$ cat src/rtl/tempo_ctrl.sv
// tempo_ctrl: button front end for the metronome beat generator.
//
// Five raw buttons are synchronised (2 flops) and debounced independently.
// Debounced rising edges become one-cycle press events. The four step
// buttons drive a small FSM that applies a single step on press, then
// auto-repeats while the same button stays held. The center button toggles
// play. Speed arithmetic saturates to [SPEED_MIN, SPEED_MAX].
//
// Ports:
//   clk        in   system clock (25 MHz)
//   rst_n      in   asynchronous active-low reset
//   left       in   raw button, step -1
//   right      in   raw button, step +1
//   down       in   raw button, step -10
//   up         in   raw button, step +10
//   center     in   raw button, toggles play
//   speed      out  current BPM, registered
//   play       out  run enable for the beat generator, registered
//   speed_upd  out  one-cycle pulse in the cycle speed takes a new value
//
// Step FSM states:
//   state     | meaning
//   ST_IDLE   | no step button owns the FSM; waiting for a press event
//   ST_DELAY  | owner held after its first step; timing the repeat delay
//   ST_REPEAT | owner still held; stepping every REPEAT_RATE cycles

module tempo_ctrl #(
  parameter int DEBOUNCE_CYC = 250000,
  parameter int REPEAT_DELAY = 12500000,
  parameter int REPEAT_RATE  = 2500000,
  parameter int SPEED_MIN    = 30,
  parameter int SPEED_MAX    = 240,
  parameter int SPEED_INIT   = 60
) (
  input  logic       clk,
  input  logic       rst_n,
  input  logic       left,
  input  logic       right,
  input  logic       down,
  input  logic       up,
  input  logic       center,
  output logic [7:0] speed,
  output logic       play,
  output logic       speed_upd
);

  localparam int NB      = 5;
  localparam int DB_W    = (DEBOUNCE_CYC > 2) ? $clog2(DEBOUNCE_CYC) : 1;
  localparam int TMR_MAX = (REPEAT_DELAY > REPEAT_RATE) ? REPEAT_DELAY : REPEAT_RATE;
  localparam int TMR_W   = (TMR_MAX > 2) ? $clog2(TMR_MAX) : 1;

  localparam logic [DB_W-1:0]  DB_LAST    = DB_W'(DEBOUNCE_CYC - 1);
  localparam logic [TMR_W-1:0] DELAY_LOAD = TMR_W'(REPEAT_DELAY - 1);
  localparam logic [TMR_W-1:0] RATE_LOAD  = TMR_W'(REPEAT_RATE - 1);

  localparam logic [7:0]        SPEED_MIN_V  = 8'(SPEED_MIN);
  localparam logic [7:0]        SPEED_MAX_V  = 8'(SPEED_MAX);
  localparam logic [7:0]        SPEED_INIT_V = 8'(SPEED_INIT);
  localparam logic signed [9:0] MIN_S        = 10'(SPEED_MIN);
  localparam logic signed [9:0] MAX_S        = 10'(SPEED_MAX);

  // Button bit positions; the step buttons occupy [3:0] in priority order.
  localparam int B_LEFT   = 0;
  localparam int B_RIGHT  = 1;
  localparam int B_DOWN   = 2;
  localparam int B_CENTER = 4;

  typedef enum logic [1:0] {
    ST_IDLE   = 2'd0,
    ST_DELAY  = 2'd1,
    ST_REPEAT = 2'd2
  } state_t;

  logic [NB-1:0] raw;
  logic [NB-1:0] sync1_q, sync1_d;
  logic [NB-1:0] sync2_q, sync2_d;
  logic [NB-1:0] deb_q, deb_d;
  logic [NB-1:0] deb_prev_q, deb_prev_d;
  logic [NB-1:0][DB_W-1:0] db_cnt_q, db_cnt_d;
  logic [NB-1:0] press;

  state_t            state_q, state_d;
  logic [1:0]        owner_q, owner_d;
  logic [TMR_W-1:0]  timer_q, timer_d;
  logic [3:0]        step_lvl;
  logic              step_en;
  logic [1:0]        step_sel;

  logic signed [9:0] step_val;
  logic signed [9:0] sum;
  logic [7:0]        clamp;

  logic [7:0] speed_q, speed_d;
  logic       play_q, play_d;
  logic       speed_upd_q, speed_upd_d;

  assign raw = {center, up, down, right, left};

  // Synchroniser and debouncers.
  always_comb begin
    sync1_d    = raw;
    sync2_d    = sync1_q;
    deb_prev_d = deb_q;
    deb_d      = deb_q;
    db_cnt_d   = '0;
    for (int i = 0; i < NB; i++) begin
      if (sync2_q[i] != deb_q[i]) begin
        if (db_cnt_q[i] == DB_LAST) begin
          deb_d[i] = ~deb_q[i];
        end else begin
          db_cnt_d[i] = db_cnt_q[i] + 1'b1;
        end
      end
    end
  end

  assign press    = deb_q & ~deb_prev_q;
  assign step_lvl = deb_q[3:0];

  // Step FSM. The timer counts down from (interval - 1); a step fires at zero,
  // which lands exactly REPEAT_DELAY / REPEAT_RATE cycles after the prior step.
  always_comb begin
    state_d  = state_q;
    owner_d  = owner_q;
    timer_d  = timer_q;
    step_en  = 1'b0;
    step_sel = owner_q;
    case (state_q)
      ST_IDLE: begin
        if (|press[3:0]) begin
          if (press[B_LEFT])       step_sel = 2'd0;
          else if (press[B_RIGHT]) step_sel = 2'd1;
          else if (press[B_DOWN])  step_sel = 2'd2;
          else                     step_sel = 2'd3;
          owner_d = step_sel;
          step_en = 1'b1;
          timer_d = DELAY_LOAD;
          state_d = ST_DELAY;
        end
      end
      ST_DELAY: begin
        // Release is checked first so a release never coincides with a step.
        if (!step_lvl[owner_q]) begin
          state_d = ST_IDLE;
        end else if (timer_q == '0) begin
          step_en = 1'b1;
          timer_d = RATE_LOAD;
          state_d = ST_REPEAT;
        end else begin
          timer_d = timer_q - 1'b1;
        end
      end
      ST_REPEAT: begin
        if (!step_lvl[owner_q]) begin
          state_d = ST_IDLE;
        end else if (timer_q == '0) begin
          step_en = 1'b1;
          timer_d = RATE_LOAD;
        end else begin
          timer_d = timer_q - 1'b1;
        end
      end
      default: begin
        state_d = ST_IDLE;
      end
    endcase
  end

  // Saturating speed arithmetic, done wide and signed so it cannot wrap.
  always_comb begin
    case (step_sel)
      2'd0:    step_val = -10'sd1;
      2'd1:    step_val = 10'sd1;
      2'd2:    step_val = -10'sd10;
      default: step_val = 10'sd10;
    endcase
    sum = $signed({2'b00, speed_q}) + step_val;
    if (sum < MIN_S) begin
      clamp = SPEED_MIN_V;
    end else if (sum > MAX_S) begin
      clamp = SPEED_MAX_V;
    end else begin
      clamp = sum[7:0];
    end
  end

  always_comb begin
    speed_d     = speed_q;
    speed_upd_d = 1'b0;
    play_d      = play_q ^ press[B_CENTER];
    if (step_en) begin
      speed_d     = clamp;
      speed_upd_d = (clamp != speed_q);
    end
  end

  always_ff @(posedge clk or negedge rst_n) begin
    if (!rst_n) begin
      sync1_q     <= '0;
      sync2_q     <= '0;
      deb_q       <= '0;
      deb_prev_q  <= '0;
      db_cnt_q    <= '0;
      state_q     <= ST_IDLE;
      owner_q     <= '0;
      timer_q     <= '0;
      speed_q     <= SPEED_INIT_V;
      play_q      <= 1'b0;
      speed_upd_q <= 1'b0;
    end else begin
      sync1_q     <= sync1_d;
      sync2_q     <= sync2_d;
      deb_q       <= deb_d;
      deb_prev_q  <= deb_prev_d;
      db_cnt_q    <= db_cnt_d;
      state_q     <= state_d;
      owner_q     <= owner_d;
      timer_q     <= timer_d;
      speed_q     <= speed_d;
      play_q      <= play_d;
      speed_upd_q <= speed_upd_d;
    end
  end

  assign speed     = speed_q;
  assign play      = play_q;
  assign speed_upd = speed_upd_q;

endmodule
$ cat config.mk
export PLATFORM = sky130hd
export DESIGN_NAME = tempo_ctrl
export DESIGN_NICKNAME = d
export VERILOG_FILES = /design/src/rtl/tempo_ctrl.sv
export SDC_FILE = /design/constraint.sdc
export NUM_CORES = 1
export LEC_CHECK = 0
export CAP_MARGIN = 20
export CORE_MARGIN = 3
export CORE_UTILIZATION = 30
export CTS_BUF_LIST = sky130_fd_sc_hd__clkbuf_8 sky130_fd_sc_hd__clkbuf_16
export DETAILED_ROUTE_END_ITERATION = 7
export HOLD_SLACK_MARGIN = 0.05
export PLACE_DENSITY_LB_ADDON = 0.15
export SYNTH_ARGS = -nofsm -noshare
export SYNTH_HDL_FRONTEND = slang
export SYNTH_SLANG_ARGS = --single-unit
$ cat constraint.sdc
create_clock -name clk -period 5.2 [get_ports clk]
set_input_delay 1.3 -clock clk [delete_from_list [all_inputs] [get_ports clk]]
set_output_delay 1.3 -clock clk [all_outputs]
set_load 0.02 [all_outputs]
# ---- After elaboration in Yosys (flattened, before gate mapping)
# Index checks and enable logic that the tools add are counted.
dict set report totals {
  register_bits 148
  out_inout_bits 10
  elab_cells 103
}
dict set report classes {
  n_addsub 7
  order_cmp 3
  eq_ne 19
  n_mux 34
  n_bitwise 8
  n_reduce_logical 13
}
# operator n
set ops {}
lappend ops {{18-bit two-way mux} 10}
lappend ops {{18-bit by 1-bit adder with 18-bit output, second input constant} 5}
lappend ops {{18-bit equality test, second input constant} 5}
lappend ops {{24-bit two-way mux} 3}
lappend ops {{24-bit case mux with 2 select lines} 1}
lappend ops {{10-bit case mux with 3 select lines} 1}
lappend ops {{24-bit zero test} 1}
lappend ops {{24-bit by 1-bit subtractor with 24-bit output, second input constant} 1}
lappend ops {{2-bit two-way mux} 8}
lappend ops {{8-bit two-way mux} 2}
lappend ops {{9-bit by 10-bit adder with 10-bit output} 1}
lappend ops {{10-bit by 9-bit greater-than comparator with 1-bit output, second input constant} 1}
lappend ops {{10-bit by 6-bit < comparator with 1-bit output, second input constant} 1}
lappend ops {{2-bit AND reduction} 5}
lappend ops {{8-bit inequality test} 1}
lappend ops {{1-bit two-way mux} 6}
lappend ops {{2-bit case mux with 3 select lines} 1}
lappend ops {{3-bit AND reduction} 2}
lappend ops {{5-bit AND} 1}
lappend ops {{1-bit inequality test} 5}
lappend ops {{1-bit NOT} 5}
lappend ops {{5-bit NOT} 1}
lappend ops {{2-bit by 1-bit equality test with 1-bit output, second input constant} 2}
lappend ops {{2-bit equality test, second input constant} 2}
lappend ops {{other kinds (11)} 13}

# ---- Logic depth before layout (Yosys ltp)
dict set report logic_depth {
  ltp_word 15
  mapped_depth 23
}

# ---- Least setup slack after synthesis
# OpenSTA, ideal clock, no wires.
dict set report synth_path {
  path_type {register to register}
  from {register state_q[0]}
  to {register speed_upd_q, in the netlist speed_upd}
  setup_time_ps 132
  arrival_time_ps 4235
  slack_ps 833
  path_stages_with_launch 23
  period_less_slack_ps 4367
  path_cell_list {dfrtp_1 -> inv_1 -> ha_1 -> o21ai_0 -> a21o_1 -> buf_6 -> inv_6 -> ha_1 -> nor2_1 -> nor2_1 -> ha_1 -> inv_1 -> fa_1 -> nor2b_4 -> o311a_4 -> or3_1 -> a211o_1 -> and3_1 -> o41ai_4 -> nor2_1 -> o32ai_1 -> a41o_1 -> o211ai_2}
}
dict set report synth_between {
  elab_chain_len 10
}
# item line
set synth_lines {}
lappend synth_lines {{from (decl)} 82} ;# state_t state_q, state_d;
lappend synth_lines {{from (signal assigned)} 216} ;# state_q <= state_d;
lappend synth_lines {{2-bit zero test} 128} ;# case (state_q)
lappend synth_lines {{2-bit two-way mux} 128}
lappend synth_lines {{2-bit equality test (tied with other cells)} 171} ;# case (step_sel)
lappend synth_lines {{10-bit case mux with 3 select lines} 171}
lappend synth_lines {{9-bit by 10-bit adder with 10-bit output} 177} ;# sum = $signed({2'b00, speed_q}) + step_val;
lappend synth_lines {{10-bit by 9-bit greater-than comparator with 1-bit output} 180} ;# end else if (sum > MAX_S) begin
lappend synth_lines {{8-bit two-way mux} 180}
lappend synth_lines {{8-bit two-way mux} 178} ;# if (sum < MIN_S) begin
lappend synth_lines {{8-bit inequality test} 193} ;# speed_upd_d = (clamp != speed_q);
lappend synth_lines {{1-bit two-way mux *} 191} ;# if (step_en) begin
lappend synth_lines {{via speed_upd_d} 95} ;# logic speed_upd_q, speed_upd_d;
lappend synth_lines {{to (signal assigned)} 221} ;# speed_upd_q <= speed_upd_d;
lappend synth_lines {{to (decl)} 95}
# The timed path passes the listed nets; every way through them passes the cells marked *.
# A chain may end at the register's enable or synchronous reset.

# ---- Worst setup path after layout
# Ends and elaborated chain as after synthesis.

==> run metrics <==
floorplan row count=a little under 60; Area after DPL=between 8000 and 9000 um^2; number of antenna violations at the first check in global routing=0; cell leakage power=3.83 nW; Die Height=approximately 170 um; sum of routed wire length over all layers=15.9 mm; data arrival at the endpoint of the critical path=slightly below 5 ns; time the final worst path needs with I/O delays and setup=about 4.7 ns; Least-Margin Pin Slew=about 0.83 ns; number of enable flip-flop cells after synthesis=0; Layout area overhead=15.2%; Setup Total Neg Slack=0 ns; Std-Cell Core Area=between 20000 and 30000 um^2; total power=between 0.002 and 0.003 W; Syn Nets=~850; Avg WL per Cell=roughly 13 um; worst hold margin=0.348 ns; Post-CTS Hold Fix Bufs=0; post-route cell area=between 8000 and 9000 um^2; Worst Hold Class=reg2reg; routability-driven placement congestion ratio=roughly 0.75; Max Slew Vio Count=0; clock latency on the worst-skew pair=~0.42 ns; top area cells in the synthesized netlist=sky130_fd_sc_hd__dfrtp_1 (46%), sky130_fd_sc_hd__nor2_1 (6.8%), sky130_fd_sc_hd__xor2_1 (5.4%); DP HPWL=roughly 11 mm; worst path required time=5.50 ns; outcome=completed; Post-synth ARST share=1.00; CTS Buf Count=17; cell type contributing the most total cell area after synthesis=sky130_fd_sc_hd__dfrtp_1; Critical R2R Launch=state_q[0]; die span in x=167 um; CP max FO=11; CP Launch Point=state_q[0]; post-route ant nets=0; floorplan die area=between 20000 and 30000 um^2; number of nets at the end of the flow=~870; starting density of the core=0.307; synthesized flop and latch total=148; area of the multi-input gates=3880 um^2; clock tree from TritonCTS=yes; maximum vdd drop=approximately 0.20 mV; maximum number of pins on one net before global-route repair=90; H-tree level count=4; Layout Skew=~0.0098 ns; via count of the first global-routing pass=5580; number of vias after detailed routing=approximately 5700; portion of synthesized cell area occupied by the leading cell type=0.463; overall overflow remaining after global route=0; global-route wire length before repair=27.7 mm; Peak Freq=approximately 210 MHz; count of TritonRoute iterations in the first routing pass=4; hold violation count in the final report=0; Main synth FF type=sky130_fd_sc_hd__dfrtp_1; Synth Cell Area=~7800 um^2; ant diodes=0; number of warnings reported in the yosys synthesis log=0; buffer depth of the longest clock path=2; clock input transition at the sequential cells of the worst setup and hold paths=0.07 ns; startpoint type of the worst setup path=flop; number of instances in the synthesized netlist=819; most common cell in the netlist=sky130_fd_sc_hd__dfrtp_1; DR vias/cell=roughly 4.8; number of buffers inserted by port buffering=16; top cells by count, synth=sky130_fd_sc_hd__dfrtp_1 (144), sky130_fd_sc_hd__nor2_1 (140), sky130_fd_sc_hd__nand2_1 (63); root buffer selected by CTS=sky130_fd_sc_hd__clkbuf_16; start point of the worst min-delay path=sync1_q[2]; layout cell share with drive strength beyond 1=0.0881; setup repair after global routing missed its margin=false; Cell variety after synth=69; Core Util, Final=0.354; number of maximum-capacitance constraint violations=0; total power per unit cell area=291 nW/um^2; count of routing violations after the opening detailed-route iteration=a little over 300; aggregate global-route resource usage=0.120; FILL cells=2527; total I/O pin count=17; category of the worst setup path capture point=flop; combined flip-flop and latch cell area=approximately 3700 um^2; number of remaining DRC errors=0; relative slew slack=0.449; Worst Setup Path Type=reg2reg; Seq/Total Area, Yosys=0.477; number of endpoints failing setup at the final stage=0; portion of the clock cycle consumed by the worst path in the final layout=0.897; CTS Sinks=between 100 and 150; Post-Syn Area per Cell=9.49 um^2
[routing by layer]
metal | track usage | part of all wire
met4 | 0.0398 | 0.012
met1 | 0.169 | 0.52
met5 | 0 | 0
met3 | 0.0259 | 0.023
met2 | 0.183 | 0.44
[worst max-delay path: stages (launching register included)]
cell,delay [ns]
sky130_fd_sc_hd__dfrtp_1,0.39
sky130_fd_sc_hd__inv_1,0.09
sky130_fd_sc_hd__ha_1,0.28
sky130_fd_sc_hd__nand3b_1,0.10
sky130_fd_sc_hd__o21ai_0,0.13
sky130_fd_sc_hd__a21o_1,0.24
sky130_fd_sc_hd__buf_4,0.20
sky130_fd_sc_hd__ha_1,0.20
sky130_fd_sc_hd__nor2_1,0.09
sky130_fd_sc_hd__nor2_1,0.05
sky130_fd_sc_hd__ha_1,0.18
sky130_fd_sc_hd__inv_1,0.07
sky130_fd_sc_hd__fa_1,0.24
sky130_fd_sc_hd__nor2b_4,0.06
sky130_fd_sc_hd__o311a_4,0.33
sky130_fd_sc_hd__or3_1,0.33
sky130_fd_sc_hd__a211o_1,0.29
sky130_fd_sc_hd__and3_1,0.18
sky130_fd_sc_hd__o41ai_4,0.46
sky130_fd_sc_hd__nor2_1,0.08
sky130_fd_sc_hd__o32ai_1,0.24
sky130_fd_sc_hd__a41o_1,0.22
sky130_fd_sc_hd__o211ai_2,0.08
[power by group]
group | leakage, nW | total, W | switching [W] | internal [W]
Combinational | 1.50 | 0.0000573 | 0.0000419 | 0.0000155
Clock | 0.313 | 0.00138 | 0.000519 | 0.000857
Sequential | 2.02 | 0.00117 | 0.00000818 | 0.00116
[flip-flops by register name, indices dropped and copies added (netlist names), 2 cells and up]
register and count:
sync1_q 5, state_q 2, deb_prev_d 5, deb_prev_q 5, timer_q 24, owner_q 2, sync2_q 5, speed 8
db_cnt_q 90
[stage by stage]
step	std cells	worst slack, ns
6_report	1181	0.534
5_1_grt	1181	0.193
4_1_cts	1181	0.400
3_5_place_dp	1149	0.396
3_3_place_gp	1149	0.494
2_1_floorplan	819	0.833
[cells in the final DEF, fill, tap and decap left out, types with 5 or more instances in the layout]
cell                              netlist  layout
sky130_fd_sc_hd__o21ai_1                5       5
sky130_fd_sc_hd__dfrtp_1              144     144
sky130_fd_sc_hd__a31oi_1               10       9
sky130_fd_sc_hd__nor4_1                 9       9
sky130_fd_sc_hd__and3_1                23      23
sky130_fd_sc_hd__xor2_1                48      48
sky130_fd_sc_hd__nand4_1               11      11
sky130_fd_sc_hd__nor2_1               140     140
sky130_fd_sc_hd__nor4b_1                7       7
sky130_fd_sc_hd__ha_1                  22      22
sky130_fd_sc_hd__clkbuf_16              0      17
sky130_fd_sc_hd__nand2b_1              10      10
sky130_fd_sc_hd__bufinv_16              0       5
sky130_fd_sc_hd__nand3_1               37      37
sky130_fd_sc_hd__or2_2                  9       9
sky130_fd_sc_hd__xnor2_1               37      37
sky130_fd_sc_hd__a21oi_1               31      31
sky130_fd_sc_hd__clkdlybuf4s50_1        0      15
sky130_fd_sc_hd__nand3b_1               6       6
sky130_fd_sc_hd__inv_1                 25      26
sky130_fd_sc_hd__o31ai_1                7       7
sky130_fd_sc_hd__nand2_1               63      63
sky130_fd_sc_hd__nor3_1                24      24
sky130_fd_sc_hd__nor2b_1                5       5
sky130_fd_sc_hd__or3_1                 14      14
sky130_fd_sc_hd__o22a_1                 5       5
sky130_fd_sc_hd__o21ai_0               43      43
sky130_fd_sc_hd__mux2_2                10      10
[final timing paths]
| path | slack [ns] | endpoint | depth (start not counted) |
|---|---|---|---|
| max | 0.53 | speed_upd | 22 |
| min | 0.35 | sync2_q[2] | 0 |
| max reg2reg | 0.53 | speed_upd | 22 |
| min reg2reg | 0.35 | sync2_q[2] | 0 |
| max in group asynchronous | 3.29 | db_cnt_q[88] | 2 |
| min in group asynchronous | 0.92 | timer_q[6] | 1 |
[area by class of cell]
class	instances	area share
tap	330	0.0461
multi-input combinational	624	0.434
clock inverter	15	0.0254
sequential	148	0.414
inverter	27	0.0119
clock buffer	17	0.0475
timing repair buffer	20	0.0214
[what timing repair did]
action | 4_1_cts | 5_1_grt
endpoints found under the hold margin | 0 | 0
resized for setup | 0 | 1
buffers inserted | 0 | 0
endpoints found under the setup margin | 0 | 1
[kinds of logic (layout without fill, tap and decap cells)]
kind of cell / Yosys count / count (layout) / synth area share
compound gates: 130 / 130 / 0.111
flops: 148 / 148 / 0.477
fa+ha+maj: 23 / 23 / 0.0380
simple gates: 372 / 372 / 0.232
buf+inv: 47 / 79 / 0.0245
xor+xnor: 86 / 86 / 0.0978
mux: 13 / 13 / 0.0200
Note: power is estimated with default switching activity, not from simulation.
